==> config.mk <==
export PLATFORM = sky130hd
export DESIGN_NAME = act_input_encoder
export DESIGN_NICKNAME = d
export VERILOG_FILES = /design/src/rtl/act_input_encoder.sv
export SDC_FILE = /design/constraint.sdc
export NUM_CORES = 1
export LEC_CHECK = 0
export BUFFER_PORTS_ARGS = -buffer_cell sky130_fd_sc_hd__clkbuf_2
export CAP_MARGIN = 20
export CORE_AREA = 2 2 113 115
export CTS_CLUSTER_SIZE = 8
export DETAILED_ROUTE_END_ITERATION = 10
export DIE_AREA = 0 0 115 117
export GPL_ROUTABILITY_DRIVEN = 0
export SLEW_MARGIN = 20
export SYNTH_ARGS = -nofsm -noshare
export SYNTH_HDL_FRONTEND = slang
export SYNTH_SLANG_ARGS = --single-unit
==> constraint.sdc <==
create_clock -name clk_d -period 2 [get_ports clk_d]
set_input_delay 0.2 -clock clk_d [delete_from_list [all_inputs] [get_ports clk_d]]
set_output_delay 0.2 -clock clk_d [all_outputs]
set_load 0.01 [all_outputs]
==> src/rtl/act_input_encoder.sv <==
// Producer for the 4-bit act move interface of the tile-puzzle play controller.
// Raw buttons are synchronised, debounced, edge-detected and priority encoded
// into registered one-hot act pulses. A scramble sequencer can instead emit a
// fixed-length pseudo-random series of act pulses to shuffle the board.
module act_input_encoder #(
  parameter int unsigned DEBOUNCE_CYCLES = 16,
  parameter int unsigned SCRAMBLE_LEN    = 32,
  parameter int unsigned SCRAMBLE_GAP    = 2,
  parameter logic [15:0] LFSR_SEED       = 16'hACE1
) (
  input  logic       clk_d,
  input  logic       reset,
  input  logic       start,
  input  logic [3:0] btn,
  input  logic       scramble_req,
  output logic [3:0] act,
  output logic       busy,
  output logic       scramble_done,
  output logic [7:0] press_count
);

  localparam int unsigned CntW = $clog2(DEBOUNCE_CYCLES);
  localparam int unsigned GapW = $clog2(SCRAMBLE_GAP + 1);
  localparam logic [CntW-1:0] CntMax  = CntW'(DEBOUNCE_CYCLES - 1);
  localparam logic [GapW-1:0] GapInit = GapW'(SCRAMBLE_GAP - 1);
  localparam logic [7:0]      LenInit = 8'(SCRAMBLE_LEN);
  localparam logic [15:0]     LfsrTaps = 16'hB400;

  typedef enum logic [1:0] {
    StIdle,
    StEmit,
    StGap,
    StDone
  } state_e;

  // Input conditioning state
  logic [3:0]      sync1_q, sync2_q;
  logic [3:0]      stable_q, stable_d;
  logic [3:0]      stable_dly_q;
  logic [CntW-1:0] cnt_q [4];
  logic [CntW-1:0] cnt_d [4];

  // Sequencer and output state
  state_e          state_q, state_d;
  logic [15:0]     lfsr_q, lfsr_d;
  logic [7:0]      remaining_q, remaining_d;
  logic [GapW-1:0] gap_q, gap_d;
  logic [3:0]      act_q, act_d;
  logic            done_q, done_d;
  logic [7:0]      count_q, count_d;

  logic [3:0]      press;
  logic [3:0]      press_sel;
  logic [15:0]     lfsr_step;

  // Per-button debounce: a differing synced level must persist DEBOUNCE_CYCLES cycles.
  always_comb begin
    for (int i = 0; i < 4; i++) begin
      stable_d[i] = stable_q[i];
      cnt_d[i]    = '0;
      if (sync2_q[i] != stable_q[i]) begin
        if (cnt_q[i] == CntMax) begin
          stable_d[i] = sync2_q[i];
        end else begin
          cnt_d[i] = cnt_q[i] + 1'b1;
        end
      end
    end
  end

  // Rising edges of the debounced levels; lowest index wins, others are dropped.
  always_comb begin
    press     = stable_q & ~stable_dly_q;
    press_sel = press & (~press + 4'd1);
  end

  // One Galois step, right shift.
  always_comb begin
    lfsr_step = {1'b0, lfsr_q[15:1]} ^ (lfsr_q[0] ? LfsrTaps : 16'h0000);
  end

  // Scramble sequencer and output selection.
  always_comb begin
    state_d     = state_q;
    lfsr_d      = lfsr_q;
    remaining_d = remaining_q;
    gap_d       = gap_q;
    act_d       = 4'b0000;
    done_d      = 1'b0;
    count_d     = count_q;
    unique case (state_q)
      StIdle: begin
        if (start && scramble_req) begin
          state_d     = StEmit;
          remaining_d = LenInit;
          count_d     = 8'd0;
        end else if (start && (|press)) begin
          act_d   = press_sel;
          count_d = count_q + 8'd1;
        end
      end
      StEmit: begin
        // Pulses are suppressed, not paused, when start drops mid-scramble.
        act_d       = start ? (4'b0001 << lfsr_q[1:0]) : 4'b0000;
        lfsr_d      = lfsr_step;
        remaining_d = remaining_q - 8'd1;
        gap_d       = GapInit;
        state_d     = StGap;
      end
      StGap: begin
        if (gap_q == '0) begin
          if (remaining_q == 8'd0) begin
            state_d = StDone;
            done_d  = 1'b1;
          end else begin
            state_d = StEmit;
          end
        end else begin
          gap_d = gap_q - 1'b1;
        end
      end
      StDone: begin
        state_d = StIdle;
      end
      default: begin
        state_d = StIdle;
      end
    endcase
  end

  // All state, with synchronous active-high reset.
  always_ff @(posedge clk_d) begin
    if (reset) begin
      sync1_q      <= 4'b0000;
      sync2_q      <= 4'b0000;
      stable_q     <= 4'b0000;
      stable_dly_q <= 4'b0000;
      for (int i = 0; i < 4; i++) begin
        cnt_q[i] <= '0;
      end
      state_q     <= StIdle;
      lfsr_q      <= LFSR_SEED;
      remaining_q <= 8'd0;
      gap_q       <= '0;
      act_q       <= 4'b0000;
      done_q      <= 1'b0;
      count_q     <= 8'd0;
    end else begin
      sync1_q      <= btn;
      sync2_q      <= sync1_q;
      stable_q     <= stable_d;
      stable_dly_q <= stable_q;
      for (int i = 0; i < 4; i++) begin
        cnt_q[i] <= cnt_d[i];
      end
      state_q     <= state_d;
      lfsr_q      <= lfsr_d;
      remaining_q <= remaining_d;
      gap_q       <= gap_d;
      act_q       <= act_d;
      done_q      <= done_d;
      count_q     <= count_d;
    end
  end

  assign act           = act_q;
  assign busy          = (state_q != StIdle);
  assign scramble_done = done_q;
  assign press_count   = count_q;

endmodule

* Word level (Yosys, flattened, before mapping)
Memory sizes are Yosys's and may differ from the RTL's.
Index checks and enable logic that the tools add are counted.
** Storage, ports and cells
- Word-level logic and storage cells :: 99
- Memories kept :: 1
- Flip-flop bits (word level) :: 57
- Output and inout bits :: 14
- Bits in writable memories :: 16
- Bits of input ports :: 8
** Memories
- cnt_q :: depth 4, bits a word 4, read ports 4, clocked after Yosys merged registers in 0, write ports 4, RTL line 40 : logic [CntW-1:0] cnt_q [4];
** Cells by class
- Eq/ne operators :: 14
- Bitwise gates (word level) :: 11
- Add/sub/neg operators :: 8
- Reductions and logical operators :: 19
- Shift operators :: 1
- Multiplexer cells :: 31
** Operators with widths (count)
- $mux W4 :: 15
- $mux W8 :: 3
- $add A4 B1 Y4 const B :: 5
- $eq A4 B4 Y1 const B :: 4
- $mux W16 :: 1
- $pmux W8 S2 :: 1
- $reduce_and A2 Y1 :: 8
- $xor A15 B16 Y16 :: 1
- $add A8 B1 Y8 const B :: 1
- $and A4 B4 Y4 :: 2
- $logic_not A8 Y1 :: 1
- $mux W2 :: 4
- $not A4 Y4 :: 2
- $pmux W2 S4 :: 1
- $pmux W4 S2 :: 1
- $reduce_bool A2 Y1 :: 4
- $sub A8 B1 Y8 const B :: 1
- $ne A2 B2 Y1 const B :: 3
- $eq A2 B2 Y1 const B :: 2
- $logic_not A2 Y1 :: 2
- $mux W1 :: 4
- $ne A1 B1 Y1 :: 4
- $or A1 B1 Y1 :: 4
- $pmux W2 S2 :: 1
- 7 further kinds :: 9

* Depth between registers and ports, before layout
Gate-level depths: netlist (run 1).
- Depth after elaboration :: 8
- Depth in mapped cells :: 6

* Least setup slack after synthesis (run 1)
Ideal clock, no wire load.
- Path kind :: flip-flop to flip-flop
- Start point :: reg stable_q[0]
- End point :: reg count_q[7], in the netlist press_count[7]
- Setup slack :: 0.502 ns
- Cell stages (with the launch flop) :: 5
- Arrival time :: 1.423 ns
- Clock period less this slack :: 1.498 ns
- Path through :: dfxtp_1 > nor2b_1 > or4_4 > a311o_1 > a31oi_1
** Between the ends
- Word-level cells in the longest chain between the ends :: 5
** RTL lines
- start, declared :: RTL line 38 : logic [3:0] stable_q, stable_d;
- start signal, assigned :: RTL line 151 : stable_q <= stable_d;
- $and A4 B4 Y4 :: RTL line 73 : press = stable_q & ~stable_dly_q;
- $reduce_or A4 Y1 :: RTL line 97 : end else if (start && (|press)) begin
- $logic_and A1 B1 Y1 :: RTL line 97
- $reduce_bool A2 Y1 (no line)
- $reduce_and A2 Y1 (no line)
- end signal, assigned :: RTL line 162 : count_q <= count_d;
- end, declared :: RTL line 50 : logic [7:0] count_q, count_d;
No other way between the ends.
A chain may end at the register's enable or synchronous reset.

* Worst setup path in the final report (run 1)
- Start point :: reg state_q[0]
- End point :: reg count_q[6], in the netlist press_count[6]
** Between the ends
- Word-level cells in the longest chain between the ends :: 2
** RTL lines
- start, declared :: RTL line 44 : state_e state_q, state_d;
- start signal, assigned :: RTL line 141 : state_q <= StIdle;
- start signal, assigned :: RTL line 156 : state_q <= state_d;
- $logic_not A2 Y1 :: RTL line 91 : unique case (state_q)
- $reduce_and A2 Y1 (no line)
No other way between the ends.

==> results.yml, run 1 <==
detailed_routing:
  num_vias: 2276
  drt_iter0_drc: 85
  ant_nets: 0
  wire_per_inst_um: 11.31
  drtPass1Iterations: 4
  vias_per_cell: 4.489
  wl_um: 5733
  drc: 0
grt:
  grt_antenna_before_repair: 0
  grt_max_degree: 33
  grt_pass1_vias: 2138
  grt_pass1_wl_um: 9708
  grt_usage: 0.09101
  grt.overflow.total: 0
sta:
  fin_crit_ns: 1.700
  rsz0062_at_grt: "false"
  worst_slew_pin_slew_ns: 0.6036
  finalMaxSlewViolations: 0
  maxSlewHeadroom: 0.5976
  setup_viol: 0
  finalHoldViolCount: 0
  skew_ns: 0.006194
  fmax_mhz: 588.4
  setup_tns_ns: 0
  fin_crit_sh: 0.8498
setup_path:
  rr_worst_depth: 4
  timing.rr.start: "state_q[0]"
  end_kind: "flip-flop"
  reg2reg_slack_ns: 0.30
  crit_required_ns: 2.25
  worstReg2RegEnd: "press_count[6]"
  critPathMaxFanout: 14
  critPathArrivalTime_ns: 1.95
  startpoint_type: "flip-flop"
  worstSetupPathType: "flip-flop to flip-flop"
clock_tree:
  holdBufCountCts: 0
  cts_resized: 0
  cts_tree: "built"
  clockBufferDepth: 2
  clkTransAtPathRegs_ns: 0.06
  root_buffer: "clkbuf_16"
  cts_setup_buffers: 0
  clock_sinks: 73
  cts_max_level: 3
  clkLatencyLatePin_ns: 0.32
  cts_made_buffers: 9
logic_synthesis:
  async_reset_ff_frac: 0
  synth_edf_count: 0
  synth_compound_area_frac: 0.08399
  synth_mux_area_frac: 0.02317
  syn_avg_cell_area_sq_um: 9.164
  ys_seq_area_frac: 0.4832
  synth_cells: 330
  syn-num-nets: 346
  synth_seq_cells: 73
  synthDistinctLibCells: 51
  synth-xor-area-share: 0.06082
  syn_area_sq_um: 3024
  synth_top_flop_cell: "dfxtp_1"
  synth_top_family_by_area: "simple AND/OR/NAND/NOR gates"
  synth-simple-area-share: 0.2801
  yosys.area_share.adder: 0.03310
  synth_warnings: 0
power:
  power_mw: 3.384
  powerDensity_nw_per_um2: 944.3
  cellLeakagePower_nw: 1.351
  ir_worst_vdd_mv: 0.3396
die:
  rows: 41
  initial_utilization: 0.2456
  die_w_um: 115
  die_y_um: 117
  coreArea_sq_um: 12310
  io_pins: 22
  dieArea_sq_um: 13460
cells_and_area:
  diodes: 0
  layout_common_cells: "73 x dfxtp_1, 36 x nor2_1, 35 x nand2_1"
  layout_commonest_cell: "dfxtp_1"
  fin_nets: 368
  drive_gt1_frac: 0.1401
  areaGrowthSynthToFinish_pct: 18.49
place:
  numPortBuffers: 21
  dp_hpwl_um: 4024
worst_hold_path:
  min_from: "btn[2]"
  hold_end: "sync1_q[2]"
  min_path_cells: 2
  min_path_type: "primary input to flip-flop"
run:
  maxCapViolations: 0
outcome:
  outcome: "finished, final reports clean"
state kept, by name (all words and copies together) (netlist names):
signal	count
sync1_q	4
state_q	2
press_count	8
scramble_done	1
sync2_q	4
stable_q	4
lfsr_q	16
act	4
gap_q	2
remaining_q	8
cnt_q	16
stable_dly_q	4
worst max-delay path, cell delays in order, from the launching register on:
cell	delay, ns
dfxtp_1	0.43
or3b_4	0.48
or3_1	0.39
a21oi_2	0.12
mux2i_1	0.20
final cells by class:
type | count | area (sq um)
clock buffers | 11 | 252.7
clock inverters | 5 | 38.79
fillers | 1306 | 8728
inverters | 12 | 45.04
multi-input cells | 230 | 1455
flip-flops and latches | 73 | 1461
well taps | 150 | 187.7
repair buffers | 26 | 142.6
report_power, final:
group          switching [mW]  internal (mW)
sequential             0.0549           1.52
combinational           0.162          0.139
clock                   0.599          0.910
total                   0.816           2.57
per-layer routing:
metal | vias to the layer above | wire, um | GRT usage
li1 | 1176 | - | -
met1 | 1058 | 2717 | 0.1106
met2 | 36 | 2790 | 0.1510
met3 | 6 | 164 | 0.02008
met4 | 0 | 61 | 0.04900
met5 | - | 0 | 0
stage by stage:
stage          instances  area (sq um)  setup slack (ns)  utilization  hold slack [ns]
2_1_floorplan        330          3024            0.5025            -           0.3282
3_3_place_gp         491          3292            0.3382       0.2674           0.4219
3_5_place_dp         491          3292            0.3138       0.2674           0.4187
4_1_cts              507          3583            0.2993       0.2911          0.08149
5_1_grt              507          3583            0.1973       0.2911           0.1105
6_report             507          3583            0.3004       0.2911          0.08698
worst max-delay path by stage:
| stage | startpoint | endpoint | depth (start not counted) |
|---|---|---|---|
| floorplan | stable_q[0] | press_count[7] | 4 |
| global placement | state_q[0] | press_count[1] | 3 |
| detailed placement | state_q[0] | press_count[6] | 4 |
| CTS | state_q[0] | press_count[6] | 4 |
| global route | state_q[0] | act[2] | 4 |
| finish | state_q[0] | press_count[6] | 4 |
synth_stat cells (all sizes together), types with 7 or more instances:
library cell,count,area [sq um]
dfxtp,73,1461
nor2,36,135.1
nand2,35,131.4
a21oi,18,93.84
nor2b,17,113.9
xnor2,17,148.9
inv,12,45.04
clkbuf,9,33.78
nand3,9,45.04
nor3,9,45.04
ha,8,100.1
nand2b,8,50.05
mux2i,7,70.07
nand3b,7,52.55
kinds of logic after synthesis:
logic type                 after synthesis
muxes                                    7
xor gates and xnor gates                21
AOI/OAI and AO/OA                       40
adders and majority gates                8
and+or+nand+nor                        154
buffers and inverters                   27
DFF                                     73
Power figures use the tool's default switching activity.
==> run 2: changes to the inputs <==
==> constraint.sdc (replaced) <==
create_clock -name clk_d -period 1.47 [get_ports clk_d]
set_input_delay 0.147 -clock clk_d [delete_from_list [all_inputs] [get_ports clk_d]]
set_output_delay 0.147 -clock clk_d [all_outputs]
set_load 0.01 [all_outputs]
==> results.yml, run 2 (same netlist as run 1, synthesis figures left out) <==
die:
  coreArea_sq_um: 12310
  io_pins: 22
  rows: 41
  die_w_um: 115
  dieArea_sq_um: 13460
  initial_utilization: 0.2456
  die_y_um: 117
worst_hold_path:
  min_path_type: "primary input to flip-flop"
outcome:
  outcome: "finished with violations"
  violations: "negative setup slack"
clock_tree:
  cts_made_buffers: 9
  clock_sinks: 73
  cts_max_level: 3
  root_buffer: "clkbuf_16"
  clkLatencyLatePin_ns: 0.33
  clockBufferDepth: 2
  cts_tree: "built"
  clkTransAtPathRegs_ns: 0.06
detailed_routing:
  wl_met1_um: 2894
  drc: 0
  met2_length_um: 3137
  num_vias: 2434
  drt_iter0_drc: 55
  dr.max_layer_used: "met4"
  vias_per_cell: 4.499
  drtPass1Iterations: 4
  wire_per_inst_um: 11.84
  wl_um: 6404
  wl_met3_um: 201
  ant_nets: 0
cells_and_area:
  multiInputGateArea_sq_um: 1635
  areaGrowthSynthToFinish_pct: 33.39
  fill_cells: 1276
  drive_gt1_frac: 0.3043
  layout_commonest_cell: "dfxtp_1"
  fin_nets: 402
  layout_common_cells: "66 x dfxtp_1, 35 x nand2_1, 35 x buf_4"
  reg_top3: "cnt_q (16), lfsr_q (16)"
  stdcell_area_sq_um: 4034
  diodes: 0
  fin_util: 0.3276
  seq_area_sq_um: 1470
sta:
  finalHoldViolCount: 0
  skew_ns: 0.005060
  finalMaxSlewViolations: 0
  worst_slew_pin_slew_ns: 0.5326
  maxSlewHeadroom: 0.6449
  fin_hold_ws_ns: 0.03424
  rsz0062_at_grt: "true"
  fin_ws_ns: -0.07258
  fin_crit_sh: 1.049
  fin_crit_ns: 1.543
  setup_viol: 6
  fmax_mhz: 648.3
setup_path:
  end_kind: "flip-flop"
  critPathMaxFanout: 4
  crit_required_ns: 1.74
  startpoint_type: "flip-flop"
  worstSetupPathType: "flip-flop to flip-flop"
  critPathArrivalTime_ns: 1.81
place:
  place_area_sq_um: 3522
  numPortBuffers: 21
  dp_hpwl_um: 4415
power:
  cellLeakagePower_nw: 1.565
  powerDensity_nw_per_um2: 1180
  ir_worst_vdd_mv: 0.4998
grt:
  grt_usage: 0.1015
  grt_max_degree: 25
  grt_pass1_wl_um: 10680
  grt_pass1_vias: 2406
  grt.overflow.total: 0
  grt_antenna_before_repair: 0
run:
  maxCapViolations: 0
run 2: changes by cell type in the layout (fill, tap and decap cells not counted), moves of 3 or more:
cell	delta
buf_4	+30
nor4b_1	-4
dfxtp_2	+7
nor2b_4	+3
nor2b_1	-4
buf_6	+3
dfxtp_1	-7
run 2: timing repair:
item	in CTS	in global routing
hold buffers	0	0
gates resized for setup	17	28
pin swaps	7	11
setup endpoints to repair	13	20
setup buffers	6	0
run 2: path summary, 6_finish.rpt:
path | from | end | slack (ns) | depth (start not counted)
hold / removal | btn[1] | sync1_q[1] | 0.03 | 2
setup reg to reg | state_q[1] | press_count[1] | -0.07 | 3
hold reg to reg | sync1_q[2] | sync2_q[2] | 0.45 | 1
setup / recovery | state_q[1] | press_count[1] | -0.07 | 3
run 2: critical path, stage by stage, from the launching register on:
cell and delay (ns):
dfxtp_2 0.34, or4b_4 0.58, or4b_1 0.48, o21ai_1 0.08
run 2: through the flow:
step | TNS [ns] | setup slack [ns] | total power, mW | instances
after global placement | -0.1641 | -0.1206 | 2.672 | 519
final | -0.2214 | -0.07258 | 4.760 | 541
after global routing | -0.6940 | -0.09801 | 4.968 | 541
after floorplan | -0.001855 | -0.001855 | 2.517 | 330
after detailed placement | -0.3098 | -0.09492 | 2.684 | 519
after CTS | -0.1999 | -0.05947 | 4.764 | 541
run 2: final cells by class:
type / instances / area share
clock inverter: 7 / 0.01334
inverter: 12 / 0.01117
multi-input combinational: 230 / 0.4054
tap: 150 / 0.04653
clock buffer: 9 / 0.05583
timing repair buffer: 60 / 0.1033
sequential: 73 / 0.3645
run 2: metal layers:
layer | global-route usage | up-vias
met5 | 0 | -
met4 | 0.06426 | 0
met3 | 0.02884 | 15
met2 | 0.1678 | 38
met1 | 0.1161 | 1144
li1 | - | 1237
run 2: power breakdown:
| group | internal (mW) | total [mW] | switching [mW] |
|---|---|---|---|
| sequential | 2.07 | 2.13 | 0.0636 |
| clock | 1.15 | 2.03 | 0.873 |
| combinational | 0.310 | 0.603 | 0.293 |
| total | 3.53 | 4.76 | 1.23 |
